## src/rtl/nrzi_hdlc_rx.sv

```systemverilog
// NRZI decoder and HDLC receiver: destuffing, flag/abort detection and byte
// assembly behind a 7-bit uncommitted-bit delay line.
module nrzi_hdlc_rx #(
  parameter int DLY = 7
) (
  input  logic       clk,
  input  logic       rst,
  input  logic       en,
  input  logic       x,
  output logic [7:0] y,
  output logic       y_valid,
  output logic       frame_end,
  output logic       frame_err,
  output logic       abort,
  output logic       in_frame
);
  localparam int unsigned ONES_W = 3;
  localparam int unsigned CNT_W  = 3;

  typedef enum logic [1:0] {
    HUNT = 2'd0,
    SYNC = 2'd1,
    DATA = 2'd2
  } state_t;

  state_t state, state_nxt;

  logic              prev_x;
  logic [ONES_W-1:0] ones;
  logic [DLY-1:0]    dl_bit;
  logic [DLY-1:0]    dl_vld;
  logic [6:0]        sr;
  logic [CNT_W-1:0]  cnt;
  logic              got_byte;

  logic d, bit_one, bit_zero;
  logic ev_flag, ev_abort, ev_data0;
  logic push, commit, byte_done;
  logic y_valid_nxt, frame_end_nxt, frame_err_nxt, abort_nxt, in_frame_nxt;

  // Line-bit classification; a zero after five ones is stuffing and falls through
  assign d         = (x == prev_x);
  assign bit_one   = en & d;
  assign bit_zero  = en & ~d;
  assign ev_flag   = bit_zero & (ones == ONES_W'(6));
  assign ev_data0  = bit_zero & (ones <= ONES_W'(4));
  assign ev_abort  = bit_one & (ones == ONES_W'(6));
  assign push      = bit_one | ev_data0;
  assign commit    = push & dl_vld[DLY-1] & (state != HUNT);
  assign byte_done = commit & (cnt == CNT_W'(7));

  always_ff @(posedge clk) begin
    if (rst) state <= HUNT;
    else     state <= state_nxt;
  end

  always_comb begin
    state_nxt = state;
    case (state)
      HUNT: if (ev_flag) state_nxt = SYNC;
      SYNC: begin
        if (ev_abort)    state_nxt = HUNT;
        else if (commit) state_nxt = DATA;
      end
      DATA: begin
        if (ev_abort)     state_nxt = HUNT;
        else if (ev_flag) state_nxt = SYNC;
      end
      default: state_nxt = HUNT;
    endcase
  end

  always_comb begin
    y_valid_nxt   = byte_done;
    frame_end_nxt = 1'b0;
    frame_err_nxt = 1'b0;
    abort_nxt     = 1'b0;
    in_frame_nxt  = (state_nxt == DATA);
    if (state == DATA) begin
      frame_end_nxt = ev_flag & (cnt == CNT_W'(0)) & got_byte;
      frame_err_nxt = ev_flag & (cnt != CNT_W'(0));
      abort_nxt     = ev_abort;
    end
  end

  always_ff @(posedge clk) begin
    if (rst) begin
      y_valid   <= 1'b0;
      frame_end <= 1'b0;
      frame_err <= 1'b0;
      abort     <= 1'b0;
      in_frame  <= 1'b0;
    end else begin
      y_valid   <= y_valid_nxt;
      frame_end <= frame_end_nxt;
      frame_err <= frame_err_nxt;
      abort     <= abort_nxt;
      in_frame  <= in_frame_nxt;
    end
  end

  // Delay line, ones counter and byte assembler; flag/abort override the assembler
  always_ff @(posedge clk) begin
    if (rst) begin
      prev_x   <= 1'b1;
      ones     <= '0;
      dl_bit   <= '0;
      dl_vld   <= '0;
      sr       <= '0;
      cnt      <= '0;
      got_byte <= 1'b0;
      y        <= 8'h00;
    end else if (en) begin
      prev_x <= x;
      if (d) ones <= (ones == ONES_W'(7)) ? ones : ones + ONES_W'(1);
      else   ones <= '0;

      if (ev_flag || ev_abort) begin
        dl_vld <= '0;
      end else if (push) begin
        dl_bit <= {dl_bit[DLY-2:0], d};
        dl_vld <= {dl_vld[DLY-2:0], 1'b1};
      end

      if (commit) begin
        sr  <= {dl_bit[DLY-1], sr[6:1]};
        cnt <= cnt + CNT_W'(1);
        if (byte_done) begin
          y        <= {dl_bit[DLY-1], sr};
          got_byte <= 1'b1;
        end
      end
      if (ev_flag || ev_abort) begin
        cnt      <= '0;
        got_byte <= 1'b0;
      end
    end
  end

endmodule

```

## config.mk

```make
export PLATFORM = sky130hd
export DESIGN_NAME = nrzi_hdlc_rx
export DESIGN_NICKNAME = d
export VERILOG_FILES = /design/src/rtl/nrzi_hdlc_rx.sv
export SDC_FILE = /design/constraint.sdc
export NUM_CORES = 1
export LEC_CHECK = 0
export CAP_MARGIN = 20
export CORE_MARGIN = 8
export CORE_UTILIZATION = 50
export CTS_BUF_LIST = sky130_fd_sc_hd__clkbuf_8
export CTS_CLUSTER_SIZE = 25
export DETAILED_ROUTE_END_ITERATION = 7
export PLACE_DENSITY = 0.81
export SLEW_MARGIN = 20
export SYNTH_ARGS = -nofsm -noshare
export SYNTH_HDL_FRONTEND = slang
export SYNTH_SLANG_ARGS = --single-unit
```

## constraint.sdc

```tcl
create_clock -name clk -period 1.56 [get_ports clk]
set_clock_uncertainty 0.2 [all_clocks]
set_input_delay 0.468 -clock clk [delete_from_list [all_inputs] [get_ports clk]]
set_output_delay 0.468 -clock clk [all_outputs]
set_load 0.01 [all_outputs]
```

==> metrics.txt <==
Seq pwr share=0.520; Synth Register Bits=44; RSZ-0062 raised after global routing=true; Yosys cell types=38; Final min period=1.608 ns; leakage=approximately 1.1 nW; crit share post-route=1.031; critical path class=reg2reg; # diodes=0; Psw=slightly below 0.0005 W; Die H=77.70 um; dpl cells=258; total negative setup slack=-0.2956 ns; Net Sw Frac=0.2216; worst hold path depth=2; total CTS buffers=5; hold buffers post-CTS=0; sequential-to-total area share from yosys stat=0.4629; num rows=22; drt pass-1 iters=4; TritonCTS clock tree=yes; P&R area growth vs syn=38.33%; Fin. Hold Viols=0; Mapped Cells=181; Crit path max-delay family=compound AO/OA/AOI/OAI gates; vias in the first global route=roughly 1.5k; drt wl/cell=15.32 um; dpl ws=-0.8544 ns; Post-Syn Area=about 0.0019 sq mm; initial antenna violation count=0; Finished Core Util=0.7191; HPWL after detailed placement=2731 um; WP data required=1.59 ns; most frequent CP cell=ha_4; Clock Sinks=44; Die W=between 70 and 80 um; VDD IR-drop max=around 770 uV; all-layer global routing usage=0.1391; Hold Crit Class=reg2reg; syn nets=192; Cell Count, Final, Fillers Out=approximately 270; Worst-Skew Late Latency=0.30 ns; Clock Power Share=0.385; CP Data Arrival Time=1.63 ns; nets=236; PortBufs=16; commonest non-fill, non-tap cell in the layout=dfxtp_1; Final setup viols=17; CP cell instances=ha_4, ha_4, o2111a_1, a21boi_4, mux2i_1; io pins=17; Routed Antenna Nets=0; Routed Wire Length=4197 um; max cap viols=0; total gr overflow=0; core box area=around 0.0037 sq mm; yosys warns=0; status=finished, violations left; Power Internal=0.001714 W; Slew headroom=0.7348; Critical Path Sink Type=flop; fill cell count=258; initial DRC count=120; most frequent cells in the layout=dfxtp_1, nand2b_1, mux2i_1; share of layout cells above drive strength 1=0.3761; Post-Syn Area per Cell=around 11 sq um; Vias/cell=5.343; CP max FO=3; Root Buffer=clkbuf_8; Max Fclk=0.6221 GHz; R2R cell count=5; die footprint=0.006037 sq mm; crit start category=flop; GP Congestion=0.8268; Starting Density=0.5198; Buf/Inv on CP=0; Critical Path Stages=5; max-slew violations=0; Final WS setup=-0.04758 ns; failing checks=setup timing; H-tree levels=2; largest net degree at the start of global routing=19; vias=1,464; slowest stage delay, CP=around 0.36 ns; Combinational Power Share=0.095; Clock Tree Buf Depth=2; slowest stage cell on the critical path=dfxtp_2; Worst-path clk slew=0.09 ns; Slew @ Worst Pin=0.3969 ns; Pwr per Cell Area=836.5 mW/mm^2; first-pass GRT wire length=6893 um; DRC Markers=0
registers in the layout, summed over array words and instances (netlist names), 2 cells and up:
register	flops
dl_bit	7
ones	3
dl_vld	7
state	2
y	8
cnt	3
sr	7
cell families (layout without fill, tap and decap cells):
kind of cell / count (synthesis) / count (layout) / share of synthesized area
xor gates and xnor gates: 2 / 2 / 0.009206
adders and majority gates: 7 / 7 / 0.04602
muxes: 24 / 24 / 0.1262
DFF: 44 / 44 / 0.4629
and+or+nand+nor: 61 / 61 / 0.1887
buffers and inverters: 14 / 59 / 0.03352
AOI/OAI and AO/OA: 29 / 29 / 0.1335
cell usage after synthesis:
library cell  instances  share of area
a211o_1               1         0.0046
a21boi_0              2         0.0079
a21boi_2              2          0.012
a31oi_1               1         0.0033
and2_1                1         0.0033
and3_1                2         0.0066
buf_2                 2         0.0053
buf_6                 1         0.0059
clkbuf_1              4         0.0079
clkbuf_2              1         0.0026
dfxtp_1              44           0.46
ha_1                  7          0.046
inv_1                 6          0.012
mux2i_1              24           0.13
nand2_1               9          0.018
nand2b_1             32           0.11
nand3_1               2         0.0053
nand3b_1              1         0.0039
nand4b_1              1         0.0046
nor2_1                5         0.0099
nor2b_1               3         0.0099
nor3b_1               2         0.0079
nor4_2                1         0.0066
o2111a_1              1         0.0059
o21a_1                1         0.0039
o21ai_0               5          0.013
o21ai_1               1         0.0026
o21ai_4               1         0.0085
o221a_1               1         0.0059
o221a_2               1         0.0059
o221ai_4              1          0.014
o22ai_1               7          0.023
o31a_4                1         0.0092
o32ai_1               3          0.014
or2_2                 1         0.0033
or3b_1                1         0.0046
xnor2_1               1         0.0046
xor2_1                1         0.0046
area by class of cell:
class	instances	area, sq um	area share
Inverter	6	27.53	0.01046
Clock inverter	3	38.79	0.01473
Multi-Input combinational cell	123	1141	0.4335
Sequential cell	44	897.1	0.3408
Timing Repair Buffer	45	399.1	0.1516
Clock buffer	5	68.82	0.02614
Tap cell	48	60.06	0.02281
repair_timing:
| action | in CTS | in global routing |
|---|---|---|
| gates cloned | 0 | 0 |
| resized for setup | 57 | 25 |
| setup buffers | 8 | 1 |
| setup endpoints to repair | 56 | 52 |
| pin swaps | 11 | 7 |
worst register-to-register path, delay by kind of cell (launching register included):
kind            cells  cell delay (ns)
mux                 1             0.21
compound gates      2             0.49
fa+ha+maj           2             0.26
flops               1             0.36
metal layers:
metal  up-vias  GRT usage  wire length [um]
met2        32     0.2439              2221
met4         0    0.05660                77
met5         -          0                 0
met1       705     0.1477              1715
met3        11    0.04954               183
li1        716          -                 -
through the flow:
step                      total power (W)  hold WS (ns)  cell area, sq um
after floorplan                  0.001272        0.2099              1954
after global placement           0.001323        0.2192              2297
after detailed placement         0.001333        0.2522              2297
after CTS                        0.002203        0.2654              2570
after global routing             0.002283        0.2738              2633
final                            0.002202        0.2542              2633
power groups by stage:
stage,Clock [W],Combinational [W],Sequential [W]
6_report,0.000847,0.000209,0.00115
5_1_grt,0.000914,0.000222,0.00115
4_1_cts,0.000865,0.000193,0.00115
3_5_place_dp,0,0.000163,0.00117
3_3_place_gp,0,0.000154,0.00117
2_1_floorplan,0,0.000103,0.00117
worst paths after layout:
path	from	to	slack [ns]
min	got_byte	frame_end	0.25
max reg2reg	cnt[0]	y[7]	-0.05
max	cnt[0]	y[7]	-0.05
min reg2reg	got_byte	frame_end	0.25
Note: power is estimated with default switching activity, not from simulation.
